## config.mk

```make
export PLATFORM = sky130hd
export DESIGN_NAME = multdiv_param
export DESIGN_NICKNAME = d
export VERILOG_FILES = /design/src/rtl/multdiv_param.sv
export SDC_FILE = /design/constraint.sdc
export NUM_CORES = 1
export LEC_CHECK = 0
export BUFFER_PORTS_ARGS = -buffer_cell sky130_fd_sc_hd__clkbuf_2
export CAP_MARGIN = 20
export CELL_PAD_IN_SITES_DETAIL_PLACEMENT = 1
export CELL_PAD_IN_SITES_GLOBAL_PLACEMENT = 1
export CORE_MARGIN = 5
export CORE_UTILIZATION = 30
export DETAILED_ROUTE_END_ITERATION = 12
export PLACE_DENSITY = 0.65
export SETUP_SLACK_MARGIN = 0.15
export SKIP_LAST_GASP = 1
export SLEW_MARGIN = 40
export SYNTH_ARGS = -nofsm -noshare
export SYNTH_HDL_FRONTEND = slang
export SYNTH_SLANG_ARGS = --single-unit
export TNS_END_PERCENT = 30
```

## constraint.sdc

```tcl
create_clock -name clock -period 9.4 [get_ports clock]
set_clock_uncertainty 0.15 [all_clocks]
set_input_delay 1.88 -clock clock [delete_from_list [all_inputs] [get_ports clock]]
set_output_delay 1.88 -clock clock [all_outputs]
set_load 0.05 [all_outputs]
```

## src/rtl/multdiv_param.sv

```systemverilog
// multdiv_param -- sequential signed multiplier / divider, WIDTH-bit two's complement.
//
// Multiply uses radix-2 Booth, divide uses non-restoring division on magnitudes followed
// by sign correction. One iteration per clock, WIDTH iterations per operation.
//
// Optional feature: define MULTDIV_HI_EN to add data_result_hi (high product / remainder).
//
// Ports:
//   clock           rising-edge clock
//   reset_n         asynchronous active-low reset
//   data_operandA   multiplicand / dividend, sampled on the start edge
//   data_operandB   multiplier / divisor, sampled on the start edge
//   ctrl_MULT       start multiply (wins over ctrl_DIV)
//   ctrl_DIV        start divide
//   data_result     low product / quotient, held until the next completion
//   data_exception  overflow / divide-by-zero flag, held with data_result
//   data_resultRDY  one-cycle completion pulse
//   busy            high from the start edge through the RDY cycle
//   data_result_hi  (MULTDIV_HI_EN only) high product / remainder

module multdiv_param #(
   parameter int unsigned WIDTH = 32
) (
   input  logic             clock,
   input  logic             reset_n,
   input  logic [WIDTH-1:0] data_operandA,
   input  logic [WIDTH-1:0] data_operandB,
   input  logic             ctrl_MULT,
   input  logic             ctrl_DIV,
   output logic [WIDTH-1:0] data_result,
   output logic             data_exception,
   output logic             data_resultRDY,
   output logic             busy
`ifdef MULTDIV_HI_EN
   ,
   output logic [WIDTH-1:0] data_result_hi
`endif
);

   localparam int unsigned CW = $clog2(WIDTH);
   // Upper part is WIDTH+1 bits so Booth partial sums and doubled remainders never overflow.
   localparam int unsigned AW = 2 * WIDTH + 2;
   localparam logic [CW-1:0]    CntLast = CW'(WIDTH - 1);
   localparam logic [WIDTH-1:0] MinVal  = {1'b1, {(WIDTH - 1){1'b0}}};

   typedef enum logic [1:0] {StIdle, StRun, StDone} state_e;

   state_e           state_q, state_d;
   logic [CW-1:0]    cnt_q, cnt_d;
   // acc layout: [AW-1:WIDTH+1] upper (product high / remainder),
   //             [WIDTH:1] lower (multiplier / quotient), [0] Booth guard bit.
   logic [AW-1:0]    acc_q, acc_d, acc_step;
   logic [WIDTH-1:0] a_q, b_q;
   logic             div_q, dz_q;
   logic             start, load_res;

   logic [WIDTH:0]     upper, sum, shifted, rem_step, div_mag;
   logic [WIDTH-1:0]   a_in_mag, b_mag, quo;
   logic [2*WIDTH-1:0] prod;
   logic [WIDTH-1:0]   fin_res;
   logic               fin_exc;

   assign start    = ctrl_MULT | ctrl_DIV;
   assign a_in_mag = data_operandA[WIDTH-1] ? -data_operandA : data_operandA;
   assign b_mag    = b_q[WIDTH-1] ? -b_q : b_q;
   assign div_mag  = {1'b0, b_mag};
   assign upper    = acc_q[AW-1:WIDTH+1];

   // One iteration of the selected algorithm.
   always_comb begin
      sum      = upper;
      shifted  = '0;
      rem_step = '0;
      if (!div_q) begin
         case (acc_q[1:0])
            2'b01:   sum = upper + {a_q[WIDTH-1], a_q};
            2'b10:   sum = upper - {a_q[WIDTH-1], a_q};
            default: sum = upper;
         endcase
         acc_step = {sum[WIDTH], sum, acc_q[WIDTH:1]};
      end else begin
         shifted  = {upper[WIDTH-1:0], acc_q[WIDTH]};
         rem_step = upper[WIDTH] ? shifted + div_mag : shifted - div_mag;
         acc_step = {rem_step, acc_q[WIDTH-1:1], ~rem_step[WIDTH], 1'b0};
      end
   end

   assign prod = acc_step[2*WIDTH:1];
   assign quo  = acc_step[WIDTH:1];

   // Final result, valid on the last iteration (or the divide-by-zero shortcut).
   always_comb begin
      fin_res = '0;
      fin_exc = 1'b0;
      if (dz_q) begin
         fin_res = '0;
         fin_exc = 1'b1;
      end else if (!div_q) begin
         fin_res = prod[WIDTH-1:0];
         fin_exc = !((&prod[2*WIDTH-1:WIDTH-1]) || !(|prod[2*WIDTH-1:WIDTH-1]));
      end else begin
         fin_res = (a_q[WIDTH-1] ^ b_q[WIDTH-1]) ? -quo : quo;
         fin_exc = (a_q == MinVal) && (&b_q);
      end
   end

`ifdef MULTDIV_HI_EN
   logic [WIDTH:0]   rem_fix;
   logic [WIDTH-1:0] fin_hi;

   always_comb begin
      // Non-restoring leaves a negative remainder one divisor short; restore it once.
      rem_fix = acc_step[AW-1:WIDTH+1];
      if (rem_fix[WIDTH]) begin
         rem_fix = rem_fix + div_mag;
      end
      if (dz_q) begin
         fin_hi = a_q;
      end else if (!div_q) begin
         fin_hi = prod[2*WIDTH-1:WIDTH];
      end else begin
         fin_hi = a_q[WIDTH-1] ? -rem_fix[WIDTH-1:0] : rem_fix[WIDTH-1:0];
      end
   end
`endif

   // Next state; a start in any state (re)launches an operation.
   always_comb begin
      state_d  = state_q;
      cnt_d    = cnt_q;
      acc_d    = acc_q;
      load_res = 1'b0;
      if (start) begin
         state_d = StRun;
         cnt_d   = '0;
         acc_d   = ctrl_MULT ? {{(WIDTH + 1){1'b0}}, data_operandB, 1'b0}
                             : {{(WIDTH + 1){1'b0}}, a_in_mag, 1'b0};
      end else begin
         case (state_q)
            StRun: begin
               if (dz_q) begin
                  state_d  = StDone;
                  load_res = 1'b1;
               end else begin
                  acc_d = acc_step;
                  if (cnt_q == CntLast) begin
                     state_d  = StDone;
                     load_res = 1'b1;
                  end else begin
                     cnt_d = cnt_q + CW'(1);
                  end
               end
            end
            StDone:  state_d = StIdle;
            default: state_d = state_q;
         endcase
      end
   end

   always_ff @(posedge clock or negedge reset_n) begin
      if (!reset_n) begin
         state_q        <= StIdle;
         cnt_q          <= '0;
         acc_q          <= '0;
         a_q            <= '0;
         b_q            <= '0;
         div_q          <= 1'b0;
         dz_q           <= 1'b0;
         data_result    <= '0;
         data_exception <= 1'b0;
`ifdef MULTDIV_HI_EN
         data_result_hi <= '0;
`endif
      end else begin
         state_q <= state_d;
         cnt_q   <= cnt_d;
         acc_q   <= acc_d;
         if (start) begin
            a_q   <= data_operandA;
            b_q   <= data_operandB;
            div_q <= !ctrl_MULT;
            dz_q  <= !ctrl_MULT && (data_operandB == '0);
         end
         if (load_res) begin
            data_result    <= fin_res;
            data_exception <= fin_exc;
`ifdef MULTDIV_HI_EN
            data_result_hi <= fin_hi;
`endif
         end
      end
   end

   assign data_resultRDY = (state_q == StDone);
   assign busy           = (state_q != StIdle);

endmodule

```

==> results of run 1 <==
-- synth_stat cells (4+ instances only) --
library cell,count
buf_1,20
a21oi_1,179
nand3_1,29
nor3_1,69
o21a_1,14
a31oi_1,28
or4_1,18
a22o_1,17
and3_1,18
o21ai_0,169
inv_1,40
nand2_1,336
nor4_1,26
nand4_1,40
or2_2,12
dfrtp_1,172
or3_1,30
o41ai_1,17
nor2_1,155
o211ai_1,12
clkbuf_1,104
o31ai_1,24
o22ai_1,15
a211o_1,6
nor3b_1,4
a21o_1,25
mux2_2,18
o31ai_2,7
o21bai_1,6
a211oi_1,59
and2_1,14
nand2b_1,14
nor2b_1,19
ha_1,76
a41oi_1,7
a21boi_0,7
xor2_1,86
mux2i_1,22
xnor2_1,105
o21ai_1,8
and4_1,7
-- metal layers --
layer  global-route usage  vias up  routed length [um]
li1                     -     7680                   -
met5                    0        -                  11
met4              0.06736        2                1800
met2               0.3678      323               30690
met3              0.03760       86                2572
met1               0.2885     8126               28730
-- worst max-delay path by stage --
stage / to / start / cells past startpoint
finish: data_result[30] / b_q[0] / 31
global route: data_result[30] / b_q[0] / 32
CTS: data_result[30] / b_q[0] / 31
detailed placement: data_result[30] / b_q[0] / 31
global placement: data_result[30] / b_q[0] / 31
floorplan: data_result[30] / b_q[3] / 30
-- flip-flops by register name (all words and copies together) (netlist names) --
register,count
a_q,32
cnt_q,5
acc_q,66
state_q,2
div_q,1
b_q,32
dz_q,1
data_result,32
data_exception,1
-- critical path, delay by kind of cell (launching register included) --
family	cells	cell delay (ns)
xor gates and xnor gates	4	0.71
buffers and inverters	2	0.34
AOI/OAI and AO/OA	11	2.86
adders and majority gates	3	0.86
DFF	1	0.45
and+or+nand+nor	11	2.49
-- cells by family (layout without fill, tap and decap cells) --
group | after synthesis | count (layout) | synth area share
AND/OR/NAND/NOR | 809 | 809 | 0.2394
adder cells (fa/ha/maj) | 78 | 78 | 0.06190
flip-flops | 172 | 172 | 0.2689
AO/OA/AOI/OAI | 644 | 644 | 0.2564
buffers and inverters | 174 | 203 | 0.04252
other | 0 | 1 | 0
multiplexers | 40 | 40 | 0.02642
XOR/XNOR | 191 | 191 | 0.1045
-- layout make-up --
type	instances	area [um2]	area share
sequential	172	4308	0.2435
inverter	43	161.4	0.009123
clock buffer	20	446.7	0.02525
antenna	1	2.502	0.0001414
clock inverter	12	118.9	0.006719
timing repair buffer	128	723.2	0.04088
tap	688	860.8	0.04866
multi-input combinational	1762	11070	0.6257
-- power by group through the flow --
stage,clock network [mW],logic [mW],registers [mW]
4_1_cts,0.747,1.35,0.906
3_5_place_dp,0,1.35,0.920
6_report,0.726,1.36,0.907
5_1_grt,0.776,1.49,0.916
3_3_place_gp,0,1.31,0.918
2_1_floorplan,0,0.984,0.855
==> flow_summary.ini, run 1 <==
[sta]
slew_viol_final = 0
fmax_mhz = 125.3
timing.final.crit_share = 0.8489
grt_setup_unrepaired = false
fin_crit_ns = 7.979
slew_headroom = 0.4514
final_hold_viol_count = 0
fin_ws_ns = 1.421
finalSetupTns_ns = 0
hold_slack_ns = 0.3412
setup_violations = 0
worst_slew_pin_slew_ns = 0.8209

[pwr]
power_density_mw_per_mm2 = 169.0
power.total_mw = 2.989
swShare = 0.4450
leakagePower_nw = 7.384
p_switching_mw = 1.330
pwr-share-clk = 0.243
pwr-share-comb = 0.454
vdd_drop_max_uv = 132.3
power_frac_seq = 0.303
internal_power_mw = 1.659

[cells_and_area]
fin_cells = 2826
layout-drive-gt1-share = 0.1062
nFillCells = 6520
area_delta_synth_final_pct = 10.51
final_common_cell = nand2_1
design_area_mm2 = 0.01769
layout.nets = 2270
fin_util = 0.3353
final_cell_mix = 336 x nand2_1, 178 x a21oi_1, 171 x dfrtp_1, 169 x o21ai_0, 153 x nor2_1

[synth]
synth_cell_types = 85
synth_ff_type = dfrtp_1
syn_avg_cell_area_um2 = 7.594
netlist_top_cells_area = dfrtp_1 27%, nand2_1 7.9%, ha_1 5.9%
synth_area_leader_cell = dfrtp_1
syn_nets = 2254
netlist_area_mm2 = 0.01601
synthCells = 2108
async_reset_ff_frac = 1.000
ys_ff_latch = 172
ys_seq_area_frac = 0.2689
synth_edf_count = 0
yosysTopAreaCellShare = 0.2689
yosysWarningCount = 0

[setup_path]
worstReg2RegStart = b_q[0]
cp_max_fo = 7
startpoint_type = register
critPathArrivalTime_ns = 8.21
critPathKind = register to register
endpoint_kind = register
critPathSlowestCell = or4b_2
timing.rr.end = data_result[30]
cp_data_required_time_ns = 9.63
cpPeakStageDelay_ns = 0.70
reg2reg_slack_ns = 1.42
rr_worst_depth = 31

[drt]
post_drt_wl_per_cell_um = 22.58
vias = 16220
routed_wl_um = 63800
ant_nets = 0
first_iter_violations = 1068
dr.pass1.iters = 5
vias_per_cell = 5.738
drcViolationCount = 0

[global_route]
grt_pass1_wl_um = 98500
grt_pass1_vias = 16650
grt_use_total = 0.2187
grt-ovfl-total = 0
antenna_found_initial = 1
grt_start_max_net_pins = 79

[clock_tree]
cts_made_buffers = 17
cts.sinks = 172
root_buffer = clkbuf_16
cts_hold_buffers = 0
cts_resized = 0
cts.reportedPaths.clkPinSlew_ns = 0.08
h-tree-depth = 4
clock_latency_ns = 0.49
cts_setup_buffers = 0
cts.path.max_buffers = 2
cts_tree = done

[die]
num_rows = 84
dieHeight_um = 241.0
ios = 103
die_w_um = 241.0
initial_utilization = 0.3034
core_mm2 = 0.05276
fp.dieArea_mm2 = 0.05808

[placed_design]
pre_cts_ws_ns = 1.556
place_area_mm2 = 0.01710
portBuffers = 102
gp_congestion = 0.9317
dp_cells = 2793
detailed_place_hpwl_um = 50050

[min_path]
holdPathStages = 2
worstHoldStart = data_result[10]
min_to = data_result[10]
hp-class = register to register

[run_status]
status = complete, no violations

[job]
drv_cap = 0
Note: power is estimated with default switching activity, not from simulation.
==> run 2: changes to the inputs <==
Clock period 9.4 ns to 8.1 ns, I/O delays scaled along.
==> run 2 against run 1 <==
Routed wire length decreased by 0.35%. Final cell count is 0.14% higher. Die area is the same.
==> flow_summary.ini, run 2 (synthesized netlist as in run 1, its figures left out) <==
[run_status]
status = complete, no violations

[cells_and_area]
area_delta_synth_final_pct = 11.17
layout.nets = 2275
layout-drive-gt1-share = 0.1134
nFillCells = 6482
final_common_cell = nand2_1
largest_reg_flops = 66
n_antenna_cell = 0
final_cell_mix = 336 x nand2_1, 177 x a21oi_1, 169 x dfrtp_1, 166 x o21ai_0, 151 x nor2_1
regMostFlops = acc_q
fin_cells = 2830

[drt]
vias_per_cell = 5.723
first_iter_violations = 926
drcViolationCount = 0
routed_wl_um = 63580
ant_nets = 0
post_drt_wl_per_cell_um = 22.47
vias = 16200
dr.pass1.iters = 5

[sta]
fin_crit_ns = 7.398
final_hold_viol_count = 0
slew_headroom = 0.4423
fmax_mhz = 135.2
finalSetupTns_ns = 0
hold_slack_ns = 0.3401
timing.final.crit_share = 0.9134
slew_viol_final = 0
worst_slew_pin_slew_ns = 0.8366
grt_setup_unrepaired = false
setup_violations = 0

[setup_path]
cpPeakStageDelay_ns = 0.60
reg2reg_slack_ns = 0.70
critPathArrivalTime_ns = 7.64
crit_path_frequent_cell = a21oi_1
critPathSlowestCell = or4_4
cp_max_fo = 14
critPathKind = register to register
rr_worst_depth = 28
endpoint_kind = register
timing.rr.end = data_result[30]
startpoint_type = register
worstReg2RegStart = b_q[0]
cp_data_required_time_ns = 8.34

[pwr]
pwr-share-comb = 0.451
internal_power_mw = 1.981
vdd_drop_max_uv = 168.8
pwr-share-clk = 0.251
p_switching_mw = 1.547
swShare = 0.4386
power_density_mw_per_mm2 = 198.2
leakagePower_nw = 7.413
power_frac_seq = 0.298

[clock_tree]
cts.sinks = 172
cts.path.max_buffers = 2
cts_tree = done
cts_hold_buffers = 0
h-tree-depth = 4
root_buffer = clkbuf_16
cts.reportedPaths.clkPinSlew_ns = 0.08
cts_made_buffers = 17
clock_latency_ns = 0.50

[global_route]
grt_util_met3 = 0.04045
antenna_found_initial = 4
grt-ovfl-total = 0
grt_start_max_net_pins = 78
grt_pass1_wl_um = 97920
grt_pass1_vias = 16520
top_usage_layer = met2
grt_use_total = 0.2175
use_met2 = 0.3683
use_met1 = 0.2816

[die]
die_w_um = 241.0
initial_utilization = 0.3034
core_mm2 = 0.05276
dieHeight_um = 241.0
fp.dieArea_mm2 = 0.05808
ios = 103
num_rows = 84

[min_path]
holdPathStages = 2
min_to = data_result[0]
hp-class = register to register
worstHoldStart = data_result[0]

[placed_design]
detailed_place_hpwl_um = 49990
gp_congestion = 0.9073
portBuffers = 102
dp_cells = 2797

[job]
drv_cap = 0
[run 2: cell count changes in the layout (fill, tap and decap cells not counted), moves of 2 or more]
cell and change:
buf_6 -2, dfrtp_2 +2, inv_6 -2, nor2_2 +2, o21ai_1 +3, bufinv_16 +2, buf_4 +7, ha_2 +2
clkinvlp_4 +2, o21ai_0 -3, ha_1 -2, dfrtp_1 -2, nor2_1 -2
[run 2: what timing repair did]
| item | CTS | global route |
|---|---|---|
| resized for setup | 0 | 17 |
| endpoints found under the setup margin | 0 | 8 |
| setup buffers | 0 | 1 |
[run 2: through the flow]
| stage | setup WS, ns | utilization | total power [mW] | cell area, um2 |
|---|---|---|---|---|
| finish | 0.7017 | 0.3373 | 3.528 | 17800 |
| global route | 0.1584 | 0.3373 | 3.754 | 17800 |
| CTS | 0.2347 | 0.3358 | 3.538 | 17720 |
| detailed placement | 0.2964 | 0.3246 | 2.638 | 17130 |
| global placement | 0.5542 | 0.3244 | 2.593 | 17120 |
| floorplan | 1.479 | - | 2.135 | 16010 |
[run 2: layout make-up]
cell class | instances | area (um2) | share of cell area
Tap cell | 688 | 860.8 | 0.04837
Multi-Input combinational cell | 1762 | 11120 | 0.6249
Sequential cell | 172 | 4310 | 0.2422
Clock buffer | 19 | 432.9 | 0.02433
Clock inverter | 13 | 156.4 | 0.008788
Timing Repair Buffer | 133 | 753.2 | 0.04232
Inverter | 43 | 161.4 | 0.009069
[run 2: worst max-delay path by stage]
stage	start	end	slack, ns	depth (start not counted)
floorplan	b_q[3]	data_result[30]	1.48	30
global placement	b_q[0]	data_result[30]	0.55	31
detailed placement	b_q[0]	data_result[30]	0.30	31
CTS	b_q[0]	data_result[30]	0.23	31
global route	b_q[0]	data_result[28]	0.16	31
finish	b_q[0]	data_result[30]	0.70	28
[run 2: routing by layer]
| metal | wire (um) | vias to the layer above |
|---|---|---|
| li1 | - | 7688 |
| met1 | 27980 | 8082 |
| met2 | 31130 | 326 |
| met3 | 2600 | 93 |
| met4 | 1829 | 8 |
| met5 | 40 | - |
[run 2: power by group through the flow]
stage | Combinational [mW] | Clock (mW) | Sequential, mW
floorplan | 1.14 | 0 | 0.992
global placement | 1.53 | 0 | 1.06
detailed placement | 1.57 | 0 | 1.07
CTS | 1.58 | 0.908 | 1.05
global route | 1.75 | 0.943 | 1.06
finish | 1.59 | 0.885 | 1.05
[run 2: critical path, delay by kind of cell (launching register included)]
| kind | cells | cell delay, ns |
|---|---|---|
| AO/OA/AOI/OAI | 10 | 1.91 |
| AND/OR/NAND/NOR | 13 | 3.60 |
| flip-flops | 1 | 0.46 |
| adder cells (fa/ha/maj) | 2 | 0.61 |
| XOR/XNOR | 3 | 0.57 |
